--- src/rtl/fetch_pc.sv ---
// fetch_pc: instruction-fetch program counter with an in-flight request queue.
//
// Generates sequential fetch requests from the current PC, accepts redirects
// (branch, jump, trap), and tracks every outstanding request together with the
// redirect epoch it was issued under. Responses to requests from an older epoch
// are flagged as wrong-path through FP_RSP_KILL, so the queue never needs a flush.
//
// Optional feature: define FETCH_PC_MISALIGN_CHK_EN to reject redirects whose
// target is not 4-byte aligned (PC held, epoch still toggles, FP_MISALIGN pulses).
//
// Ports:
//   FP_CLK        in   clock, rising edge
//   FP_RST        in   asynchronous active-high reset
//   FP_STALL      in   hold PC, suppress new requests
//   FP_REDIR      in   redirect request
//   FP_REDIR_PC   in   redirect target
//   FP_REQ_VALID  out  fetch request valid
//   FP_REQ_PC     out  fetch request address (current PC)
//   FP_REQ_READY  in   memory accepts the request
//   FP_RSP_VALID  in   memory response for the oldest in-flight request
//   FP_RSP_PC     out  PC of the oldest in-flight request
//   FP_RSP_KILL   out  current response is wrong-path
//   FP_INFLIGHT   out  number of in-flight requests
//   FP_MISALIGN   out  registered misaligned-redirect flag
module fetch_pc #(
  parameter int unsigned         WIDTH     = 32,
  parameter logic [WIDTH-1:0]    RESET_VEC = '0,
  parameter int unsigned         INC       = 4,
  parameter int unsigned         DEPTH     = 4
) (
  input  logic                         FP_CLK,
  input  logic                         FP_RST,
  input  logic                         FP_STALL,
  input  logic                         FP_REDIR,
  input  logic [WIDTH-1:0]             FP_REDIR_PC,
  output logic                         FP_REQ_VALID,
  output logic [WIDTH-1:0]             FP_REQ_PC,
  input  logic                         FP_REQ_READY,
  input  logic                         FP_RSP_VALID,
  output logic [WIDTH-1:0]             FP_RSP_PC,
  output logic                         FP_RSP_KILL,
  output logic [$clog2(DEPTH+1)-1:0]   FP_INFLIGHT,
  output logic                         FP_MISALIGN
);

  localparam int unsigned PTR_W = $clog2(DEPTH);
  localparam int unsigned CNT_W = $clog2(DEPTH+1);

  logic [WIDTH-1:0] pc_q, pc_d;
  logic             epoch_q, epoch_d;
  logic [PTR_W-1:0] wr_ptr_q, wr_ptr_d;
  logic [PTR_W-1:0] rd_ptr_q, rd_ptr_d;
  logic [CNT_W-1:0] cnt_q, cnt_d;

  // Queue storage: PC and issue epoch of each outstanding request.
  logic [WIDTH-1:0] ent_pc_q [DEPTH];
  logic [DEPTH-1:0] ent_ep_q;

  logic req_valid_c;
  logic push_c;
  logic pop_c;
  logic empty_c;
  logic redir_bad_c;

  // Misaligned-redirect detection, compiled in only when the check is enabled.
`ifdef FETCH_PC_MISALIGN_CHK_EN
  logic misalign_q;

  assign redir_bad_c = FP_REDIR & (FP_REDIR_PC[1:0] != 2'b00);

  always_ff @(posedge FP_CLK or posedge FP_RST) begin
    if (FP_RST) misalign_q <= 1'b0;
    else        misalign_q <= redir_bad_c;
  end

  assign FP_MISALIGN = misalign_q;
`else
  assign redir_bad_c = 1'b0;
  assign FP_MISALIGN = 1'b0;
`endif

  // Handshake qualification; reset also suppresses requests.
  assign empty_c     = (cnt_q == '0);
  assign req_valid_c = ~FP_RST & ~FP_STALL & ~FP_REDIR & (cnt_q < CNT_W'(DEPTH));
  assign push_c      = req_valid_c & FP_REQ_READY;
  assign pop_c       = FP_RSP_VALID & ~empty_c;

  // Next-state: redirect beats handshake; pointers wrap naturally (DEPTH is 2^n).
  always_comb begin
    pc_d     = pc_q;
    epoch_d  = epoch_q;
    wr_ptr_d = wr_ptr_q;
    rd_ptr_d = rd_ptr_q;
    cnt_d    = cnt_q;

    if (FP_REDIR) begin
      epoch_d = ~epoch_q;
      if (!redir_bad_c) pc_d = FP_REDIR_PC;
    end else if (push_c) begin
      pc_d = pc_q + WIDTH'(INC);
    end

    if (push_c) wr_ptr_d = wr_ptr_q + PTR_W'(1);
    if (pop_c)  rd_ptr_d = rd_ptr_q + PTR_W'(1);

    case ({push_c, pop_c})
      2'b10:   cnt_d = cnt_q + CNT_W'(1);
      2'b01:   cnt_d = cnt_q - CNT_W'(1);
      default: cnt_d = cnt_q;
    endcase
  end

  // Control state register.
  always_ff @(posedge FP_CLK or posedge FP_RST) begin
    if (FP_RST) begin
      pc_q     <= RESET_VEC;
      epoch_q  <= 1'b0;
      wr_ptr_q <= '0;
      rd_ptr_q <= '0;
      cnt_q    <= '0;
    end else begin
      pc_q     <= pc_d;
      epoch_q  <= epoch_d;
      wr_ptr_q <= wr_ptr_d;
      rd_ptr_q <= rd_ptr_d;
      cnt_q    <= cnt_d;
    end
  end

  // Entry storage needs no reset: validity is tracked by the count.
  always_ff @(posedge FP_CLK) begin
    if (push_c) begin
      ent_pc_q[wr_ptr_q] <= pc_q;
      ent_ep_q[wr_ptr_q] <= epoch_q;
    end
  end

  assign FP_REQ_VALID = req_valid_c;
  assign FP_REQ_PC    = pc_q;
  assign FP_RSP_PC    = ent_pc_q[rd_ptr_q];
  // An empty-queue response is always discarded.
  assign FP_RSP_KILL  = empty_c | (ent_ep_q[rd_ptr_q] != epoch_q) | FP_REDIR;
  assign FP_INFLIGHT  = cnt_q;

endmodule

--- config.mk ---
export PLATFORM = sky130hd
export DESIGN_NAME = fetch_pc
export DESIGN_NICKNAME = d
export VERILOG_FILES = /design/src/rtl/fetch_pc.sv
export SDC_FILE = /design/constraint.sdc
export NUM_CORES = 1
export LEC_CHECK = 0
export BUFFER_PORTS_ARGS = -buffer_cell sky130_fd_sc_hd__buf_2
export CAP_MARGIN = 10
export CELL_PAD_IN_SITES_DETAIL_PLACEMENT = 1
export CELL_PAD_IN_SITES_GLOBAL_PLACEMENT = 1
export CORE_ASPECT_RATIO = 1.75
export CORE_MARGIN = 4
export CORE_UTILIZATION = 48
export DETAILED_ROUTE_END_ITERATION = 10
export PLACE_DENSITY_LB_ADDON = 0.1
export SLEW_MARGIN = 10
export SYNTH_ARGS = -nofsm -noshare
export SYNTH_HDL_FRONTEND = slang
export SYNTH_SLANG_ARGS = --single-unit
--- constraint.sdc ---
create_clock -name FP_CLK -period 2.5 [get_ports FP_CLK]
set_input_delay 0.5 -clock FP_CLK [delete_from_list [all_inputs] [get_ports FP_CLK]]
set_output_delay 0.5 -clock FP_CLK [all_outputs]
set_load 0.005 [all_outputs]
Yosys cells after proc, flatten, opt, wreduce, memory -nomap -nowiden --
Memories as Yosys holds them, arrays and structs flattened. Index checks and enable logic that the tools add are counted.
Operators by class: add/subtract/negate cells 5, magnitude comparators 4, equality and inequality tests 3, mux-type cells 10, bitwise logic cells 12, reduce and logical (&&, ||, !) cells 4
Operator list (number):
- $mux W32 | 2
- $add A32 B3 Y32 const B | 1
- $lt A2 B3 Y1 const B | 2
- $pmux W3 S2 | 1
- $and A1 B1 Y1 | 5
- $not A1 Y1 | 5
- $add A2 B1 Y2 const B | 2
- $bwmux W4 | 1
- $mux W1 | 4
- $reduce_bool A2 Y1 | 2
- $add A3 B1 Y3 const B | 1
- $logic_not A3 Y1 | 1
- $lt A3 B3 Y1 const B | 1
- $sub A3 B1 Y3 const B | 1
- $bmux W1 S2 | 1
- $demux W1 S2 | 1
- $eq A2 B1 Y1 const B | 1
- $eq A2 B2 Y1 const B | 1
- $ge A2 B1 Y1 const B | 1
- $or A1 B1 Y1 | 2
- $logic_and A1 B1 Y1 | 1
- $ne A1 B1 Y1 | 1
Storage, ports and cells: bits in registers 44, bits in writable memories 128, input port bits 38, output and inout bits 70, memories kept 1
Memory list:
- ent_pc_q | words 4, bits a word 32, read ports 1, clocked after Yosys merged registers in 0, wr ports 1, line 56 | logic [WIDTH-1:0] ent_pc_q [DEPTH];

Depth between registers and ports, before layout --
Gate-level depths: netlist (run 1).
depth in word-level cells 7, mapped depth 11

Least setup slack after synthesis (run 1) --
OpenSTA, ideal clock, no wires.
path kind in2reg, from in FP_RST, to reg cnt_q[2] (netlist: FP_INFLIGHT[2]), library setup time 0.128 ns, arrival time 2.176 ns, required time 2.372 ns, slack 0.196 ns, stages on the path 11, path buffers 2, path through nor4_4 > and2_1 > buf_6 > inv_2 > clkbuf_1 > ha_1 > inv_1 > fa_1 > xor2_1 > nor2_1 > xor2_1
Between the ends: word-level cells in the longest chain between the ends 7, elaborated cells between the ends (all ways) 9, classes of those cells eq/ne: 2; mux: 1; bitwise: 5; reduce/logical: 1
RTL lines:
- start, declared | line 32 | input logic FP_RST,
- $not A1 Y1 * | line 84 | assign req_valid_c = ~FP_RST & ~FP_STALL & ~FP_REDIR & (cnt_q < CNT_W'(DEPTH));
- $and A1 B1 Y1 * (3 in a row) | line 84
- $and A1 B1 Y1 * | line 85 | assign push_c = req_valid_c & FP_REQ_READY;
- $eq A2 B1 Y1 or $eq A2 B2 Y1 (tied branches) | line 106 | case ({push_c, pop_c})
- $pmux W3 S2 or $reduce_bool A2 Y1 (tied branches)
- end signal, assigned | line 126 | cnt_q <= cnt_d;
- end, declared | line 53 | logic [CNT_W-1:0] cnt_q, cnt_d;
Every way passes the cells marked *; elsewhere a longest branch is shown, timed or not. A chain may end at the register's enable or synchronous reset.

Final worst setup path (run 1) --
from reg rd_ptr_q[0], to out FP_RSP_KILL
Between the ends: word-level cells in the longest chain between the ends 5
RTL lines:
- start, declared | line 52 | logic [PTR_W-1:0] rd_ptr_q, rd_ptr_d;
- start signal, assigned | line 125 | rd_ptr_q <= rd_ptr_d;
- $bmux W1 S2 | line 142 | assign FP_RSP_KILL = empty_c | (ent_ep_q[rd_ptr_q] != epoch_q) | FP_REDIR;
- $mux W1 (implied by the code) | line 142
- $ne A1 B1 Y1 | line 142
- $or A1 B1 Y1 (2 in a row) | line 142
- end, declared | line 41 | output logic FP_RSP_KILL,
Every way passes these cells. The select of a mux whose other input is x is not followed.

==> flow_metrics.tcl, run 1 <==
set metrics [dict create \
    worst_setup_path_start_kind "flop" \
    ys_types 50 \
    rsz0062_at_grt "yes" \
    ys_seq_elements 172 \
    track_usage 0.223 \
    p_sw_uw 2200 \
    pwr-share-clk 0.334 \
    antenna_left 0 \
    switching_share 0.273 \
    seqCellArea_sq_um 4970 \
    slew_headroom 0.403 \
    grt_pass1_wl_um 28000 \
    cts_buffer_depth 2 \
    synth_top_cell_by_area "edfxtp_1" \
    post-route-min-period_ps 2470 \
    slew_viol_final 0 \
    synthTopCellsByArea "edfxtp_1 56%, dfrtp_1 14%, mux4_2 10%, nand2_1 1.9%, o211ai_1 1.4%" \
    gp_congestion 0.830 \
    path_class "reg -> out" \
    async_flop_share 0.233 \
    cts_hold_buffers 0 \
    finClkSkew_ps 9.44 \
    netlist_instances 430 \
    grt_antenna_before_repair 0 \
    power.density_nw_per_um2 937 \
    dp_cells 724 \
    vias 4386 \
    grt_pass1_vias 4858 \
    syn_area_sq_um 7140 \
    worst_slew_pin_slew_ps 891 \
    grt_max_degree 24 \
    io_pins 108 \
    fin_tns_setup_ps 0 \
    drt_wl_total_um 17900 \
    syn_avg_cell_area_sq_um 16.6 \
    die_area_sq_um 17000 \
    design.core.area_sq_um 14500 \
    port_buffers 106 \
    htree_num_levels 4 \
    totalPowerFinal_uw 8080 \
    cpLargestDelayFamily "multiplexers" \
    maxCapViolCount 0 \
    seq_area_frac_synth 0.696 \
    drcViolationCount 0 \
    setup_viol 0 \
    multiInputGateArea_sq_um 2010 \
    detail_route.first_pass.iterations 5 \
    status "completed" \
    root_buffer "clkbuf_16" \
    combPwrFrac 0.231 \
    crit_path_end_kind "primary output" \
    syn2layout_area_growth_pct 20.9 \
    dp_hpwl_um 12300 \
    post-route-util 0.594 \
    ys_warn_count 0 \
    routedWlPerCell_um 23.6 \
    insertion_delay_ps 430 \
    cts_inserted_buffers 17 \
    pwr-share-seq 0.436 \
    slowest_delay_ps 520 \
    synth_fp_nets 475 \
    cts_sinks 172 \
    path_max_fanout 2 \
    hp-class "in -> async" \
    total_leakage_power_uw 0.00328 \
    peakVddDrop_uv 520 \
    fp.dieW_um 100 \
    crit_buf_inv 1 \
    critPathArrivalTime_ps 1970 \
    viasPerCell 5.79 \
    period_share 0.988 \
    overflow 0 \
    drive_gt1_frac 0.365 \
    clkSlewWorstSetupHoldPaths_ps 70 \
    num_rows 58 \
    required_ps 2000 \
    crit_chain "mux4_2, xor2_1, or3_1, buf_2" \
    num-nets-final 610 \
    initial_core_util 0.492 \
    tritoncts "built" \
    whs_ps 98.9 \
    finalHoldViolations 0 \
    yosysTopAreaCellShare 0.555 \
    slowest_stage "mux4_2" \
    instances_no_fill 758 \
    intPower_uw 5880 \
    diodes 0 \
    nFillCells 1400 \
    die_h_um 169 \
    synth_edf_count 132 \
    ys.flop_type "edfxtp_1" \
    max_freq_ghz 0.405 \
    drt-initial-drc-count 198 \
]
==> layout make-up <==
type                       instances  area share
tap                              180      0.0261
timing repair buffer             135      0.0896
sequential                       172       0.576
inverter                          14     0.00609
multi-input combinational        225       0.233
clock buffer                      20      0.0506
clock inverter                    12      0.0187
==> synth_stat cells (6+ instances only) <==
| library cell | number |
|---|---|
| edfxtp_1 | 132 |
| dfrtp_1 | 40 |
| nand2_1 | 36 |
| mux4_2 | 33 |
| nand3_1 | 19 |
| o21ai_0 | 16 |
| inv_1 | 13 |
| o211ai_1 | 13 |
| and3_1 | 12 |
| nor2_1 | 10 |
| nand4_1 | 8 |
| o311ai_0 | 8 |
| clkbuf_1 | 7 |
| and2_1 | 6 |
| ha_1 | 6 |
| xor2_1 | 6 |
==> placed cells by master, fill, tap and decap left out, types with 3 or more instances in the layout <==
master	count
edfxtp_1	132
buf_2	106
dfrtp_1	39
nand2_1	36
mux4_2	33
buf_4	27
nand3_1	19
clkbuf_16	17
o21ai_0	16
o211ai_1	13
and3_1	12
inv_1	12
nor2_1	10
nand4_1	8
o311ai_0	8
and2_1	6
xor2_1	6
ha_1	6
a31oi_1	4
or3_1	4
o311ai_1	4
inv_6	4
a21oi_1	3
nor3_1	3
a22oi_1	3
xnor2_1	3
clkbuf_1	3
bufinv_16	3
==> through the flow <==
stage	setup slack, ps	instance area (sq um)
after floorplan	196	7140
after global placement	325	8000
after detailed placement	254	8000
after CTS	22.3	8630
after global routing	-15.9	8630
final	29.4	8630
==> sequential cells by signal, indices dropped and copies added (netlist names) <==
register	cells
ent_pc_q	128
FP_REQ_PC	32
ent_ep_q	4
FP_INFLIGHT	3
rd_ptr_q	2
wr_ptr_q	2
epoch_q	1
==> cells by family after synthesis <==
logic type | Yosys count | synth area share
buffers and inverters | 33 | 0.0224
other | 1 | 0.000525
muxes | 37 | 0.110
and+or+nand+nor | 111 | 0.0873
adders and majority gates | 7 | 0.0133
xor gates and xnor gates | 9 | 0.0110
DFF | 172 | 0.696
AOI/OAI and AO/OA | 60 | 0.0598
==> per-layer routing <==
metal	wire length (um)	global-route usage	share of wire	up-vias
li1	-	-	-	1979
met1	7040	0.269	0.39	2275
met3	789	0.0502	0.044	18
met4	272	0.0710	0.015	0
met2	9820	0.393	0.55	114
met5	0	0	0	-
==> path summary, 6_finish.rpt <==
kind | startpoint | endpoint | slack, ps | cells past startpoint
worst max-delay path | rd_ptr_q[0]$_DFFE_PP0P_ | FP_RSP_KILL | 30 | 4
worst min-delay path | FP_RST | FP_INFLIGHT[0]$_DFFE_PP0P_ | 100 | 2
worst max register to register | FP_REQ_PC[2]$_DFFE_PP0P_ | FP_REQ_PC[18]$_DFFE_PP0P_ | 180 | 6
worst min register to register | FP_INFLIGHT[0]$_DFFE_PP0P_ | FP_INFLIGHT[0]$_DFFE_PP0P_ | 540 | 1
max in group asynchronous | FP_RST | FP_REQ_PC[22]$_DFFE_PP0P_ | 1810 | 3
min in group FP_CLK | FP_REDIR_PC[27] | FP_REQ_PC[27]$_DFFE_PP0P_ | 280 | 3
==> worst reg2reg max path, cell delays in order (launching register included) <==
cell and delay [ps]:
dfrtp_1 520, ha_1 300, nand3_1 170, nor2_2 360, nand2_1 340, o211ai_1 300, o311ai_0 170
==> power groups by stage <==
| stage | clock (uW) | sequential, uW | combinational, uW |
|---|---|---|---|
| after floorplan | 0 | 3510 | 1120 |
| after global placement | 0 | 3580 | 1800 |
| after detailed placement | 0 | 3610 | 1830 |
| after CTS | 2740 | 3520 | 1920 |
| after global routing | 2870 | 3550 | 2050 |
| final | 2700 | 3520 | 1860 |
==> timing repair <==
action	in CTS	in global routing
gates resized for setup	0	0
setup buffers	2	0
setup endpoints to repair	10	1
Note: power is estimated with default switching activity, not from simulation.
==> run 2, diff against run 1 <==
--- a/config.mk
+++ b/config.mk
@@ -11,10 +11,11 @@
 export CELL_PAD_IN_SITES_GLOBAL_PLACEMENT = 1
 export CORE_ASPECT_RATIO = 1.75
 export CORE_MARGIN = 4
-export CORE_UTILIZATION = 48
+export CORE_UTILIZATION = 51
+export CTS_CLUSTER_SIZE = 16
 export DETAILED_ROUTE_END_ITERATION = 10
 export PLACE_DENSITY_LB_ADDON = 0.1
-export SLEW_MARGIN = 10
+export SLEW_MARGIN = 20
 export SYNTH_ARGS = -nofsm -noshare
 export SYNTH_HDL_FRONTEND = slang
 export SYNTH_SLANG_ARGS = --single-unit
==> constraint.sdc (replaced) <==
create_clock -name FP_CLK -period 3.07 [get_ports FP_CLK]
set_input_delay 0.614 -clock FP_CLK [delete_from_list [all_inputs] [get_ports FP_CLK]]
set_output_delay 0.614 -clock FP_CLK [all_outputs]
set_load 0.005 [all_outputs]
==> run 2 against run 1 <==
  * Sequential power decreased by 18%
  * Register-to-register slack better by 510 ps
  * Combinational power down 23%
  * Highest routed layer unchanged
==> flow_metrics.tcl, run 2 (synthesis results as in run 1) <==
set metrics [dict create \
    status "completed" \
    routedWlPerCell_um 23.7 \
    cts_hold_buffers 0 \
    grt_pass1_vias 4852 \
    totalPowerFinal_uw 6510 \
    drt-initial-drc-count 216 \
    cts_sinks 172 \
    dpl_cell_area_sq_um 7920 \
    worst_slew_pin_slew_ps 829 \
    tritoncts "built" \
    grt_pass1_wl_um 27700 \
    slew_viol_final 0 \
    die_area_sq_um 16000 \
    num_rows 57 \
    maxCapViolCount 0 \
    drive_gt1_frac 0.358 \
    layout_commonest_cell "edfxtp_1" \
    htree_num_levels 4 \
    peakVddDrop_uv 409 \
    port_buffers 106 \
    insertion_delay_ps 420 \
    io_pins 108 \
    clkSlewWorstSetupHoldPaths_ps 70 \
    rsz0062_at_grt "no" \
    drt_wl_total_um 17600 \
    setup_viol 0 \
    track_usage 0.230 \
    fin_tns_setup_ps 0 \
    vias 4373 \
    path_class "reg -> out" \
    whs_ps 270 \
    diodes 0 \
    viasPerCell 5.89 \
    worst_setup_path_start_kind "flop" \
    slew_headroom 0.444 \
    instances_no_fill 742 \
    root_buffer "clkbuf_16" \
    overflow 0 \
    post_cts_buffers 0 \
    regMostFlops "ent_pc_q" \
    critPathArrivalTime_ps 1960 \
    cts_resized 0 \
    fin_area_sq_um 8530 \
    fp.dieW_um 97.4 \
    detail_route.first_pass.iterations 4 \
    dp_cells 712 \
    antenna_left 0 \
    cts_inserted_buffers 17 \
    die_h_um 165 \
    grt_max_degree 30 \
    path_max_fanout 20 \
    syn2layout_area_growth_pct 19.5 \
    design.core.area_sq_um 13800 \
    hp-class "in -> async" \
    cts_buffer_depth 2 \
    initial_core_util 0.516 \
    grt_antenna_before_repair 0 \
    largest_register_ffs 128 \
    power.density_nw_per_um2 764 \
    mostFrequentLayoutCells "132 x edfxtp_1, 106 x buf_2, 39 x dfrtp_1" \
    dp_hpwl_um 11900 \
    total_leakage_power_uw 0.00322 \
    drcViolationCount 0 \
    num-nets-final 599 \
    finClkSkew_ps 10.6 \
    gp_congestion 0.827 \
    crit_path_end_kind "primary output" \
    post-route-min-period_ps 2580 \
    max_freq_ghz 0.388 \
    period_share 0.840 \
    required_ps 2460 \
    finalHoldViolations 0 \
]
run 2: cell count changes in the layout (fill, tap and decap cells not counted):
| cell | before | now |
|---|---|---|
| inv_6 | 4 | 5 |
| nor2_1 | 10 | 9 |
| inv_8 | 1 | 2 |
| buf_4 | 27 | 18 |
| clkinv_4 | 0 | 1 |
| buf_12 | 2 | 0 |
| clkbuf_1 | 3 | 0 |
| nor2_2 | 1 | 2 |
| clkinv_2 | 2 | 0 |
run 2: layout make-up:
class / instances / area (sq um)
Fill cell: 1323 / 5310
Clock buffer: 17 / 425
Timing Repair Buffer: 124 / 666
Clock inverter: 13 / 180
Multi-Input combinational cell: 225 / 2020
Sequential cell: 172 / 4970
Inverter: 14 / 52.6
Tap cell: 177 / 221
run 2: metal layers:
metal / part of all wire / vias up / GRT usage
li1: - / 1955 / -
met1: 0.36 / 2268 / 0.259
met2: 0.58 / 121 / 0.433
met3: 0.035 / 29 / 0.0452
met4: 0.025 / 0 / 0.0794
met5: 0 / - / 0
run 2: worst paths after layout:
kind	startpoint	end	slack (ps)	cells after the start
setup / recovery	rd_ptr_q[0]$_DFFE_PP0P_	FP_RSP_PC[31]	490	3
hold / removal	FP_RST	FP_REQ_PC[3]$_DFFE_PP0P_	270	2
setup reg to reg	FP_INFLIGHT[2]$_DFFE_PP0P_	FP_INFLIGHT[1]$_DFFE_PP0P_	690	8
hold reg to reg	FP_INFLIGHT[0]$_DFFE_PP0P_	FP_INFLIGHT[0]$_DFFE_PP0P_	540	1
max in group asynchronous	FP_RST	rd_ptr_q[0]$_DFFE_PP0P_	2050	3
min in group FP_CLK	FP_REDIR_PC[4]	FP_REQ_PC[4]$_DFFE_PP0P_	400	3
run 2: where the power goes:
part,switching [uW],total (uW),internal (uW)
Clock,921,2220,1300
Sequential,186,2870,2690
Combinational,682,1430,743
run 2: worst max-delay path, stage by stage (launching register included):
cell and delay [ps]:
dfrtp_2 380, buf_4 380, mux4_2 610, buf_2 150
run 2: metrics by stage:
stage	util	setup WS, ps
CTS	0.616	427
global route	0.616	362
floorplan	-	652
finish	0.616	491
global placement	0.572	533
detailed placement	0.572	456
==> run 3, diff against run 2 <==
--- a/config.mk
+++ b/config.mk
@@ -11,7 +11,7 @@
 export CELL_PAD_IN_SITES_GLOBAL_PLACEMENT = 1
 export CORE_ASPECT_RATIO = 1.75
 export CORE_MARGIN = 4
-export CORE_UTILIZATION = 51
+export CORE_UTILIZATION = 48
 export CTS_CLUSTER_SIZE = 16
 export DETAILED_ROUTE_END_ITERATION = 10
 export PLACE_DENSITY_LB_ADDON = 0.1
==> constraint.sdc (replaced) <==
create_clock -name FP_CLK -period 2.4 [get_ports FP_CLK]
set_input_delay 0.48 -clock FP_CLK [delete_from_list [all_inputs] [get_ports FP_CLK]]
set_output_delay 0.48 -clock FP_CLK [all_outputs]
set_load 0.005 [all_outputs]
==> run 3 against run 2 <==
  * The run now ends with negative setup slack left
  * Sequential share of layout area fell by 0.83 points
  * Global-route usage grew 0.36 points
  * Clock power is 23% higher
  * Register-to-register slack got worse by 440 ps
  * Setup slack got worse by 600 ps
  * Clock skew is 2.5 ps higher
  * Via count increased by 2.5%
  * Routed wire length grew 6.6%
  * First-iteration DRC count shrank 6.5%
  * Die area up 5.8%
  * Clock-buffer cell count is 1 higher
  * Non-clock buffer count increased by 15
  * Largest power group unchanged
==> flow_metrics.tcl, run 3 (synthesis results as in run 1) <==
set metrics [dict create \
    status "finished with violations" \
    violations "negative setup slack" \
    hp-class "in -> async" \
    num_rows 58 \
    slew_viol_final 0 \
    syn2layout_area_growth_pct 21.2 \
    cts_buffer_depth 2 \
    layout_setup_ws_ps -111 \
    dpl_cell_area_sq_um 8040 \
    clkSlewWorstSetupHoldPaths_ps 70 \
    max_freq_ghz 0.398 \
    finClkSkew_ps 13.2 \
    maxCapViolCount 0 \
    die_h_um 169 \
    post-route-min-period_ps 2510 \
    slowest_delay_ps 530 \
    port_buffers 106 \
    worst_slew_pin_slew_ps 833 \
    cts_resized 0 \
    crit_path_end_kind "primary output" \
    mostFrequentLayoutCells "132 x edfxtp_1, 106 x buf_2, 39 x dfrtp_1" \
    totalPowerFinal_uw 8290 \
    drive_gt1_frac 0.375 \
    viasPerCell 5.88 \
    fin_area_sq_um 8650 \
    drcViolationCount 0 \
    reg2reg_from "FP_INFLIGHT[2]$_DFFE_PP0P_" \
    die_area_sq_um 17000 \
    crit_start "rd_ptr_q[0]$_DFFE_PP0P_" \
    path_max_fanout 2 \
    grt_max_degree 35 \
    antenna_left 0 \
    num-nets-final 614 \
    largest_register_ffs 128 \
    slowest_stage "mux4_2" \
    post-route-util 0.596 \
    setup_viol 1 \
    dp_hpwl_um 12700 \
    worst_setup_path_start_kind "flop" \
    io_pins 108 \
    detail_route.first_pass.iterations 4 \
    gp_congestion 0.796 \
    peakVddDrop_uv 563 \
    tritoncts "built" \
    power.density_nw_per_um2 958 \
    rsz0062_at_grt "yes" \
    period_share 1.05 \
    path_class "reg -> out" \
    drt-initial-drc-count 202 \
    crit_chain "mux4_2, xor2_1, or3_1, buf_2" \
    total_leakage_power_uw 0.00329 \
    insertion_delay_ps 440 \
    fp.dieW_um 100 \
    cts_sinks 172 \
    whs_ps 115 \
    finalHoldViolations 0 \
    slew_headroom 0.443 \
    regMostFlops "ent_pc_q" \
    overflow 0 \
    cts_inserted_buffers 17 \
    grt_antenna_before_repair 0 \
    routedWlPerCell_um 24.6 \
    critPathArrivalTime_ps 2030 \
    design.core.area_sq_um 14500 \
    grt_pass1_wl_um 29400 \
    initial_core_util 0.492 \
    drt_wl_total_um 18800 \
    required_ps 1920 \
    grt_pass1_vias 5023 \
    htree_num_levels 4 \
    track_usage 0.234 \
    vias 4483 \
    root_buffer "clkbuf_16" \
    diodes 0 \
    layout_commonest_cell "edfxtp_1" \
]
-- run 3: cell count changes in the layout (fill, tap and decap cells not counted) --
| cell | before | now |
|---|---|---|
| buf_12 | 0 | 2 |
| buf_4 | 18 | 31 |
| bufinv_16 | 3 | 0 |
| clkbuf_8 | 0 | 1 |
| clkinv_4 | 1 | 4 |
| clkinv_8 | 0 | 2 |
| inv_6 | 5 | 0 |
| inv_8 | 2 | 6 |
| nor2_1 | 9 | 10 |
| nor2_2 | 2 | 1 |
-- run 3: path summary, 6_finish.rpt --
path	endpoint	cells after the start	slack (ps)
max	FP_RSP_KILL	4	-110
min	FP_INFLIGHT[1]$_DFFE_PP0P_	2	110
max reg2reg	FP_INFLIGHT[2]$_DFFE_PP0P_	8	250
min reg2reg	FP_INFLIGHT[0]$_DFFE_PP0P_	1	540
max in group asynchronous	FP_REQ_PC[20]$_DFFE_PP0P_	3	1650
min in group FP_CLK	FP_REQ_PC[4]$_DFFE_PP0P_	3	260
-- run 3: timing repair --
action,in CTS,in global routing
setup buffers,0,3
pin swaps,0,1
hold buffers,0,0
endpoints found under the setup margin,2,32
-- run 3: cell type report --
type / count / area, sq um
clock buffer: 18 / 439
clock inverter: 14 / 150
fill: 1415 / 5860
inverter: 14 / 52.6
multi-input combinational: 225 / 2010
sequential: 172 / 4970
tap: 180 / 225
timing repair buffer: 139 / 803
-- run 3: where the power goes --
part / leakage [uW] / switching (uW) / internal (uW)
clock network: 0.000284 / 1300 / 1420
logic: 0.00134 / 928 / 985
registers: 0.00167 / 224 / 3430
-- run 3: layer usage --
metal  vias to the layer above  global-route usage  part of all wire
met5                         -                   0                 0
met4                         0              0.0979             0.031
met3                        42              0.0510             0.050
met2                       150               0.402              0.54
met1                      2306               0.283              0.38
li1                       1985                   -                 -
-- run 3: worst max-delay path: cells and delay by family (launching register included) --
family | cells | cell delay (ps)
flops | 1 | 420
xor+xnor | 1 | 160
mux | 1 | 530
simple gates | 1 | 340
buf+inv | 1 | 150
-- run 3: through the flow --
step	setup WS, ps	setup TNS [ps]	std cells
detailed placement	164	0	727
CTS	-139	-170	759
floorplan	116	0	430
finish	-111	-111	762
global route	-164	-771	762
global placement	284	0	727
